## src/rtl/traffic_fsm_if.sv

```systemverilog
// rtl/traffic_fsm_if.sv - signal bundle between the traffic controller and its lamps, sensors and interval timer
interface traffic_fsm_if;
  logic       Walking_Register;
  logic       Traffic_Sensor;
  logic       Expired;
  logic       Walking_Register_reset;
  logic       Start_Timer;
  logic [6:0] Traffic_Lights;

  // master: the controller, which drives the lamps and restarts the timer
  modport master (
    input  Walking_Register,
    input  Traffic_Sensor,
    input  Expired,
    output Walking_Register_reset,
    output Start_Timer,
    output Traffic_Lights
  );

  // slave: the intersection environment (walk latch, vehicle sensor, timer)
  modport slave (
    output Walking_Register,
    output Traffic_Sensor,
    output Expired,
    input  Walking_Register_reset,
    input  Start_Timer,
    input  Traffic_Lights
  );
endinterface

```

## src/rtl/traffic_fsm.sv

```systemverilog
// rtl/traffic_fsm.sv - main/side street traffic light controller with pedestrian walk phase
module traffic_fsm (
  input  logic          clock,
  input  logic          reset,
  traffic_fsm_if.master bus
);

  typedef enum logic [2:0] {
    S_MG1  = 3'd0,
    S_MG2  = 3'd1,
    S_MY   = 3'd2,
    S_WALK = 3'd3,
    S_SG1  = 3'd4,
    S_SG2  = 3'd5,
    S_SY   = 3'd6
  } state_t;

  localparam logic [6:0] LAMP_MAIN_GO   = 7'h18;
  localparam logic [6:0] LAMP_MAIN_WARN = 7'h28;
  localparam logic [6:0] LAMP_WALK      = 7'h49;
  localparam logic [6:0] LAMP_SIDE_GO   = 7'h42;
  localparam logic [6:0] LAMP_SIDE_WARN = 7'h44;

  state_t     state;
  state_t     next_state;
  logic       illegal;
  logic       qualified;
  logic [6:0] lights_d;
  logic       start_d;
  logic       wr_reset_d;

  // The timer restart pulse also masks Expired, so a stale expiry from the
  // previous interval can never cause a second back-to-back transition.
  assign qualified = bus.Expired & ~bus.Start_Timer;

  always_ff @(posedge clock or negedge reset) begin
    if (!reset) begin
      state                      <= S_MG1;
      bus.Traffic_Lights         <= LAMP_MAIN_GO;
      bus.Start_Timer            <= 1'b1;
      bus.Walking_Register_reset <= 1'b0;
    end else begin
      state                      <= next_state;
      bus.Traffic_Lights         <= lights_d;
      bus.Start_Timer            <= start_d;
      bus.Walking_Register_reset <= wr_reset_d;
    end
  end

  always_comb begin
    next_state = state;
    illegal    = 1'b0;
    case (state)
      S_MG1:  if (qualified) next_state = bus.Traffic_Sensor ? S_MY : S_MG2;
      S_MG2:  if (qualified) next_state = S_MY;
      S_MY:   if (qualified) next_state = bus.Walking_Register ? S_WALK : S_SG1;
      S_WALK: if (qualified) next_state = S_SG1;
      S_SG1:  if (qualified) next_state = bus.Traffic_Sensor ? S_SG2 : S_SY;
      S_SG2:  if (qualified) next_state = S_SY;
      S_SY:   if (qualified) next_state = S_MG1;
      default: begin
        next_state = S_MG1;
        illegal    = 1'b1;
      end
    endcase
  end

  // Outputs are computed from the next state and registered alongside it,
  // so the lamps change on the same edge as the state with no input path.
  always_comb begin
    lights_d   = LAMP_MAIN_GO;
    start_d    = illegal || (next_state != state);
    wr_reset_d = (next_state == S_WALK) && (state != S_WALK);
    case (next_state)
      S_MG1, S_MG2: lights_d = LAMP_MAIN_GO;
      S_MY:         lights_d = LAMP_MAIN_WARN;
      S_WALK:       lights_d = LAMP_WALK;
      S_SG1, S_SG2: lights_d = LAMP_SIDE_GO;
      S_SY:         lights_d = LAMP_SIDE_WARN;
      default:      lights_d = LAMP_MAIN_GO;
    endcase
  end

endmodule

```

## src/flat_wrapper.sv

```systemverilog
// flat-port wrapper written by rule: the top's interface ports become plain ports
module traffic_fsm_flat 
  (clock, reset, bus_Walking_Register, bus_Traffic_Sensor, bus_Expired, bus_Walking_Register_reset, bus_Start_Timer, bus_Traffic_Lights);
  traffic_fsm_if bus_i ();
  input  logic clock;
  input  logic reset;
  input wire logic [$bits(bus_i.Walking_Register)-1:0] bus_Walking_Register;
  input wire logic [$bits(bus_i.Traffic_Sensor)-1:0] bus_Traffic_Sensor;
  input wire logic [$bits(bus_i.Expired)-1:0] bus_Expired;
  output wire logic [$bits(bus_i.Walking_Register_reset)-1:0] bus_Walking_Register_reset;
  output wire logic [$bits(bus_i.Start_Timer)-1:0] bus_Start_Timer;
  output wire logic [$bits(bus_i.Traffic_Lights)-1:0] bus_Traffic_Lights;
  assign bus_i.Walking_Register = bus_Walking_Register;
  assign bus_i.Traffic_Sensor = bus_Traffic_Sensor;
  assign bus_i.Expired = bus_Expired;
  assign bus_Walking_Register_reset = bus_i.Walking_Register_reset;
  assign bus_Start_Timer = bus_i.Start_Timer;
  assign bus_Traffic_Lights = bus_i.Traffic_Lights;
  traffic_fsm u_core (.clock(clock), .reset(reset), .bus(bus_i));
endmodule
```

## config.mk

```make
export PLATFORM = sky130hd
export DESIGN_NAME = traffic_fsm_flat
export DESIGN_NICKNAME = d
export VERILOG_FILES = /design/src/rtl/traffic_fsm_if.sv /design/src/rtl/traffic_fsm.sv /design/src/flat_wrapper.sv
export SDC_FILE = /design/constraint.sdc
export NUM_CORES = 1
export LEC_CHECK = 0
export ABC_AREA = 1
export CORE_AREA = 2 2 39 41
export CTS_BUF_LIST = sky130_fd_sc_hd__clkbuf_16
export DETAILED_ROUTE_END_ITERATION = 16
export DIE_AREA = 0 0 41 43
export DONT_BUFFER_PORTS = 1
export SETUP_SLACK_MARGIN = 0.15
export SYNTH_ARGS = -nofsm -noshare
export SYNTH_HDL_FRONTEND = slang
export SYNTH_SLANG_ARGS = --single-unit
```

## constraint.sdc

```tcl
create_clock -name clock -period 2.3 [get_ports clock]
set_input_delay 0.23 -clock clock [delete_from_list [all_inputs] [get_ports clock]]
set_output_delay 0.23 -clock clock [all_outputs]
set_load 0.01 [all_outputs]
```

# --- Yosys cells after proc, flatten, opt, wreduce, memory -nomap -nowiden ---
# Index checks and enable logic that the tools add are counted.
# Widths: inputs -> output; s select.
totals:
  regBits: 12
  latchBits: 0
  ram_bits: 0
  mem_bits_ro: 0
  input_bits: 5
  output_inout_bits: 9
  mem_count: 0
classes:
  n_addsub: 0
  n_mul: 0
  div: 0
  magnitude_cmp: 0
  n_eq_ne: 13
  shifts: 0
  mux: 13
  bitwise_logic: 2
  n_reduce_logical: 5
ops:
  columns: ["operator", "count"]
  rows:
  - ["$pmux 7 s4", 1]
  - ["$mux 3", 8]
  - ["$pmux 3 s7", 1]
  - ["$eq 3x3->1 const B", 6]
  - ["$eq 3x2->1 const B", 4]
  - ["$reduce_or 7->1", 1]
  - ["$mux 2", 2]
  - ["$eq 3x1->1 const B", 1]
  - ["$logic_not 3->1", 1]
  - ["$ne 3x2->1 const B", 1]
  - ["$ne 3x3->1", 1]
  - ["$reduce_or 2->1", 1]
  - ["$and 1x1->1", 1]
  - ["$logic_and 1x1->1", 1]
  - ["$logic_or 1x1->1", 1]
  - ["$mux 1", 1]
  - ["$not 1->1", 1]

# --- Depth between registers and ports, before layout ---
# Gate-level depths: netlist of run 1.
depth:
  depth_word: 7
  ltp_mapped: 12
  depth_no_buf: 11

# --- Least setup slack after synthesis of run 1 ---
# Ideal clock, no wire load.
synth_timing:
  kind: "register to register"
  start: "register u_core.bus.Start_Timer"
  end: "register u_core.bus.Start_Timer"
  setup_ns: 0.078
  t_arrival_ns: 1.334
  required_ns: 2.222
  setup_slack_ns: 0.889
  stages_incl_launch_ff: 12
  period_less_slack_ns: 1.411
  path_cell_list: "dfstp_2 inv_1 nand2_1 nand2_1 nand2_1 nand2_1 nor2_1 nand2_2 nand2_1 nand2_1 inv_1 nand2_1"
synth_via:
  elab_chain_len: 6
  elab_cells_between_ends: 12
  cone_classes: "eq/ne: 1; mux: 8; bitwise: 2; reduce/logical: 1"
synth_lines:
  columns: ["item", "line", "text"]
  rows:
  - ["start, declared", "traffic_fsm_if.sv:16", "output Start_Timer,"]
  - ["start signal, assigned", "traffic_fsm.sv:45", "bus.Start_Timer <= start_d;"]
  - ["$not 1->1 *", "traffic_fsm.sv:34", "assign qualified = bus.Expired & ~bus.Start_Timer;"]
  - ["$and 1x1->1 *", "traffic_fsm.sv:34", null]
  - ["$mux 3 (tied with other cells)", "traffic_fsm.sv:60", "S_SY: if (qualified) next_state = S_MG1;"]
  - ["$pmux 3 s7 *", "traffic_fsm.sv:53", "case (state)"]
  - ["named net u_core.next_state[1]", "traffic_fsm.sv:25", "state_t next_state;"]
  - ["$ne 3x3->1 *", "traffic_fsm.sv:72", "start_d = illegal || (next_state != state);"]
  - ["$logic_or 1x1->1 *", "traffic_fsm.sv:72", null]
  - ["named net u_core.start_d", "traffic_fsm.sv:29", "logic start_d;"]
# Mark *: on every way through the listed nets, which the timed path passes. The rest lies on a longest branch.

# --- Final worst setup path of run 1 ---
layout_timing:
  start: "register u_core.bus.Start_Timer"
  end: "register u_core.bus.Traffic_Lights[6]"
layout_via:
  elab_chain_len: 7
  elab_cells_between_ends: 17
  cone_classes: "eq/ne: 5; mux: 9; bitwise: 2; reduce/logical: 1"
layout_lines:
  columns: ["item", "line", "text"]
  rows:
  - ["$not 1->1 *", "traffic_fsm.sv:34", null]
  - ["$and 1x1->1 *", "traffic_fsm.sv:34", null]
  - ["$mux 3 (tied with other cells)", "traffic_fsm.sv:60", null]
  - ["$pmux 3 s7 *", "traffic_fsm.sv:53", null]
  - ["named net u_core.next_state[1]", "traffic_fsm.sv:25", null]
  - ["$eq 3x3->1", "traffic_fsm.sv:74", "case (next_state)"]
  - ["$reduce_or 2->1", "traffic_fsm.sv:74", null]
  - ["$pmux 7 s4 *", "traffic_fsm.sv:74", null]
  - ["named net u_core.lights_d[6]", "traffic_fsm.sv:28", "logic [6:0] lights_d;"]
  - ["end signal, assigned", "traffic_fsm.sv:44", "bus.Traffic_Lights <= lights_d;"]
  - ["end, declared", "traffic_fsm_if.sv:17", "output Traffic_Lights"]
# Marked as above.

==> results_dict.tcl, run 1 <==
set metrics [dict create \
    start_util 0.446 \
    placed_area_sq_um 629 \
    cts_tree "done" \
    hold_start "bus_Walking_Register" \
    grt_max_degree 13 \
    synth.cell_area_sq_um 617 \
    wire_per_inst_microns 11.8 \
    outcome "finished, final reports clean" \
    cp_slowest_stage_delay_ns 0.57 \
    max_freq_ghz 0.631 \
    grt_setup_unrepaired "false" \
    htreeDepth 1 \
    crit_fanout 8 \
    total_power_uw 1210 \
    cts_resized 0 \
    timing.rr.end "u_core.bus.Traffic_Lights[6]" \
    dpl.hpwl_microns 860 \
    crit_slowest_cell "dfstp_2" \
    port_buffers 0 \
    antenna_found_initial 0 \
    overflow 0 \
    num_io_pins 14 \
    p_per_area_nw_per_um2 1690 \
    hold_buffers 1 \
    hold_violations 0 \
    setup_violations 0 \
    worstSetupPathType "reg -> reg" \
    r2r-start "u_core.bus.Start_Timer" \
    place.gp.congestion 0.799 \
    slew_headroom 0.663 \
    holdPathEnd "u_core.bus.Walking_Register_reset" \
    cts_sinks 12 \
    core_sq_um 1380 \
    clkTransAtPathRegs_ns 0.04 \
    drt_iter0_drc 10 \
    drv_cap 0 \
    r2r_cells 9 \
    dr.pass1.iters 4 \
    dieHeight_microns 43 \
    maxSlewViolCount 0 \
    post_cts_buffers 0 \
    totalWireLength_microns 1220 \
    grt_usage 0.184 \
    ctsLongestPathBuffers 2 \
    layoutNonFillerInstCount 103 \
    nets 93 \
    row_count 14 \
    dieArea_sq_um 1760 \
    ys_top_cells_by_area "dfrtp_1 37%, nand2_1 15%, dfstp_2 13%" \
    worstSkewPairLatency_ns 0.24 \
    tightestPinTransition_ns 0.503 \
    crit_chain "inv_1 > nand2_1 > nand2_1 > nand2_1 > nand2_1 > nor2_1 > nand2_2 > nand2_1 > nand2_1" \
    tns_ns 0 \
    synth_cell_type_count 14 \
    reg2reg_slack_ns 0.71 \
    hp-class "in -> reg" \
    cp_common_cell "nand2_1" \
    worst_ep_required_time_ns 2.42 \
    stdcell_area_sq_um 718 \
    dieWidth_microns 41 \
    nFillCells 129 \
    drive_gt1_frac 0.184 \
    period_share 0.689 \
    cts_made_buffers 3 \
    yosysTopAreaCell "dfrtp_1" \
    whs_ns 0.272 \
    n_antenna_cell 0 \
    via_count 536 \
    cts_root_buffer "clkbuf_16" \
    syn_area_per_cell_sq_um 7.43 \
    finClkSkew_ns 0.000832 \
    route.detailed.drc 0 \
    period_needed_ns 1.59 \
    yosysWarnings 0 \
    hold_depth 4 \
    ys_ff_latch 12 \
    synthToLayoutAreaGrowth_pct 16.4 \
    arrival_ns 1.70 \
    ir_drop_uv 1010 \
    place_inst 98 \
    ys_seq_area_frac 0.493 \
    antenna_left 0 \
    grt_pass1_wl_microns 1990 \
    cp-end-kind "register" \
    synth_nets 88 \
    viasPerCell 5.20 \
    power_leakage_uw 0.000391 \
    grt_pass1_vias 463 \
    start_kind "register" \
    yosysTopAreaCellShare 0.365 \
    netlist_instances 83 \
]
==> cell usage after synthesis <==
cell	count
nand2_1	24
nor2_1	16
dfrtp_1	9
inv_1	8
nand3_1	7
inv_2	4
nand2_2	4
dfstp_2	3
a21oi_1	2
o211ai_1	2
a22oi_2	1
buf_4	1
nand4_1	1
nor2_2	1
==> layer usage <==
layer | global-route usage | wire (microns) | up-vias
met5 | 0 | 0 | -
met4 | 0.160 | 51 | 0
met3 | 0.0628 | 68 | 4
met2 | 0.241 | 575 | 18
met1 | 0.228 | 521 | 251
li1 | - | - | 263
==> kinds of logic after synthesis <==
logic type,after synthesis,synth area share
AOI/OAI and AO/OA,5,0.0608
buffers and inverters,13,0.0852
and+or+nand+nor,53,0.361
DFF,12,0.493
==> cell type report <==
class,instances,area [sq um],share of cell area
timing repair buffer,1,10.0,0.0139
tap,16,20.0,0.0279
clock inverter,1,3.75,0.00523
multi-input combinational,58,260,0.362
clock buffer,3,75.1,0.105
inverter,12,45.0,0.0627
sequential,12,304,0.423
==> worst max-delay path: cells and delay by family, from the launching register on <==
family,cells,cell delay (ns)
AND/OR/NAND/NOR,8,0.85
flip-flops,1,0.57
buffers and inverters,1,0.06
==> layout by cell type (no fill, tap or decap) <==
cell type	n
clkinv_1	1
nand2_1	24
a21oi_1	2
inv_1	8
nor2_1	16
clkbuf_16	3
nand4_1	1
dfrtp_1	9
inv_2	4
nor2_2	1
dlygate4sd3_1	1
nand2_2	4
nand3_1	7
dfstp_2	3
o211ai_1	2
a22oi_2	1
==> where the power goes <==
| part | switching (uW) | internal [uW] | leakage, uW |
|---|---|---|---|
| Clock | 87.8 | 229 | 0.0000385 |
| Combinational | 320 | 152 | 0.000205 |
| Sequential | 101 | 320 | 0.000148 |
==> per-stage QoR <==
step | util | setup WS (ns)
after floorplan | - | 0.889
after global placement | 0.455 | 0.698
after detailed placement | 0.455 | 0.719
after CTS | 0.519 | 0.709
after global routing | 0.519 | 0.541
final | 0.519 | 0.715
==> how the worst max path moves through the flow <==
stage | startpoint | cells past startpoint | end
after CTS | u_core.bus.Start_Timer | 9 | u_core.bus.Traffic_Lights[6]
after detailed placement | u_core.bus.Start_Timer | 9 | u_core.bus.Traffic_Lights[6]
final | u_core.bus.Start_Timer | 9 | u_core.bus.Traffic_Lights[6]
after floorplan | u_core.bus.Start_Timer | 11 | u_core.bus.Start_Timer
after global placement | u_core.bus.Start_Timer | 11 | u_core.bus.Start_Timer
after global routing | u_core.bus.Start_Timer | 11 | u_core.bus.Start_Timer
==> registers in the layout, summed over array words and instances, names as in the netlist <==
register                           cells
u_core.bus.Traffic_Lights              7
u_core.bus.Start_Timer                 1
u_core.state                           3
u_core.bus.Walking_Register_reset      1
(Power assumes the default switching activity.)
==> run 2, diff against run 1 <==
==> constraint.sdc (replaced) <==
create_clock -name clock -period 1.4 [get_ports clock]
set_input_delay 0.14 -clock clock [delete_from_list [all_inputs] [get_ports clock]]
set_output_delay 0.14 -clock clock [all_outputs]
set_load 0.01 [all_outputs]
==> run 2 against run 1 <==
Effect of this change:
- clock power increased by 60%
- setup slack lost 0.69 ns
- utilization is 5.2 points higher
- routed wire length grew 1.1%
- critical path type unchanged
==> results_dict.tcl, run 2 (synthesized netlist as in run 1, its figures left out) <==
set metrics [dict create \
    outcome "finished, final reports clean" \
    start_kind "register" \
    grt_pass1_wl_microns 2020 \
    largest-register "u_core.bus.Traffic_Lights" \
    intPower_uw 1240 \
    synthToLayoutAreaGrowth_pct 28.2 \
    nets 100 \
    n_antenna_cell 0 \
    crit_family "simple AND/OR/NAND/NOR gates" \
    seqPwrFrac 0.319 \
    grt_pass1_vias 502 \
    dieArea_sq_um 1760 \
    drt_iter0_drc 7 \
    total_power_uw 2110 \
    cts_sinks 12 \
    cp_slowest_stage_delay_ns 0.55 \
    combPwrFrac 0.441 \
    viasPerCell 4.92 \
    layout_common_cells "22 x nand2_1, 14 x nor2_1, 9 x dfrtp_1, 8 x inv_1, 7 x buf_4" \
    dr.pass1.iters 4 \
    busiest_layer "met2" \
    final_common_cell "nand2_1" \
    worst_ep_required_time_ns 1.58 \
    via_count 541 \
    cts_tree "done" \
    period_needed_ns 1.37 \
    start_util 0.446 \
    core_sq_um 1380 \
    largest_register_ffs 7 \
    row_count 14 \
    port_buffers 0 \
    route.detailed.drc 0 \
    grt_setup_unrepaired "true" \
    power_leakage_uw 0.000439 \
    use_met2 0.256 \
    dpl.hpwl_microns 919 \
    grt_usage 0.170 \
    cts_root_buffer "clkbuf_16" \
    p_per_area_nw_per_um2 2670 \
    htreeDepth 1 \
    ir_drop_uv 1280 \
    slew_headroom 0.662 \
    place.gp.congestion 0.753 \
    met3_usage 0.0366 \
    crit_chain "inv_2 > nand2_4 > buf_4 > nand3_1 > nand2_1 > nor2_1 > nand2_2 > nand2_1 > nand2_1 > inv_1 > nand2_1" \
    hold_violations 0 \
    maxSlewViolCount 0 \
    totalWireLength_microns 1230 \
    cts_made_buffers 3 \
    cp_common_cell "nand2_1" \
    antenna_found_initial 0 \
    num_io_pins 14 \
    postLayoutCoreUtil 0.571 \
    worstSetupPathType "reg -> reg" \
    finClkSkew_ns 0.000561 \
    clkTransAtPathRegs_ns 0.04 \
    wire_per_inst_microns 11.2 \
    ctsLongestPathBuffers 2 \
    drive_gt1_frac 0.309 \
    cp_num_buf_inv 3 \
    swShare 0.410 \
    top_regs "u_core.bus.Traffic_Lights (7), u_core.state (3)" \
    grtUsageMet1 0.225 \
    dieWidth_microns 41 \
    crit_fanout 8 \
    period_share 0.981 \
    arrival_ns 1.55 \
    antenna_left 0 \
    overflow 0 \
    cp-end-kind "register" \
    worstSkewPairLatency_ns 0.23 \
    max_freq_ghz 0.728 \
    grt_max_degree 13 \
    tightestPinTransition_ns 0.505 \
    drv_cap 0 \
    setup_violations 0 \
    tns_ns 0 \
    dieHeight_microns 43 \
    clockPowerShare 0.240 \
    hp-class "in -> reg" \
    crit_slowest_cell "dfstp_2" \
    power.switching_uw 864 \
]
[run 2: changes by cell type in the layout (fill, tap and decap cells not counted), sizes merged]
cell / delta
buf: +7
clkinv: -1
inv: +1
[run 2: metrics by stage]
stage / setup slack [ns] / cell area (sq um) / instances / hold WS, ns
floorplan: 0.100 / 627 / 83 / -0.156
global placement: 0.0208 / 669 / 102 / -0.155
detailed placement: 0.00568 / 669 / 102 / -0.155
CTS: 0.0144 / 773 / 109 / 0.160
global route: -0.0801 / 791 / 110 / 0.185
finish: 0.0261 / 791 / 110 / 0.172
[run 2: path summary, 6_finish.rpt]
path	from	slack [ns]	end	cells past startpoint
setup / recovery	u_core.bus.Start_Timer	0.03	u_core.bus.Start_Timer	11
hold / removal	bus_Expired	0.17	u_core.bus.Traffic_Lights[3]	3
setup reg to reg	u_core.bus.Start_Timer	0.03	u_core.bus.Start_Timer	11
hold reg to reg	u_core.state[2]	0.67	u_core.bus.Traffic_Lights[3]	2
max in group asynchronous	reset	0.73	u_core.bus.Traffic_Lights[3]	1
min in group asynchronous	reset	0.32	u_core.bus.Traffic_Lights[5]	1
[run 2: timing repair]
action	in CTS	in global routing
pin swaps	6	3
buffers inserted	2	1
hold endpoints to repair	12	0
cloned	0	0
setup endpoints to repair	8	11
gates resized for setup	0	3
hold buffers	1	0
[run 2: power groups by stage]
stage	sequential, uW	clock (uW)	combinational [uW]
after floorplan	649	0	697
after global placement	675	0	871
after detailed placement	675	0	877
after CTS	673	520	909
after global routing	689	537	1060
final	673	507	930
[run 2: worst min-delay path, stage by stage]
cell and delay [ns]:
nand2_4 0.06, nand2_1 0.08, a22oi_2 0.10
[run 2: layout make-up]
class | count | area [sq um]
sequential | 12 | 304
fill | 132 | 593
multi-input combinational | 58 | 280
inverter | 12 | 45.0
clock buffer | 3 | 75.1
timing repair buffer | 8 | 62.6
tap | 16 | 20.0
clock inverter | 1 | 3.75
[run 2: per-layer routing]
layer  vias to the layer above  part of all wire  routed length, microns
met5                         -                 0                       0
met4                         0            0.0065                       8
met3                         2             0.023                      28
met2                         8              0.51                     623
met1                       254              0.46                     569
li1                        277                 -                       -
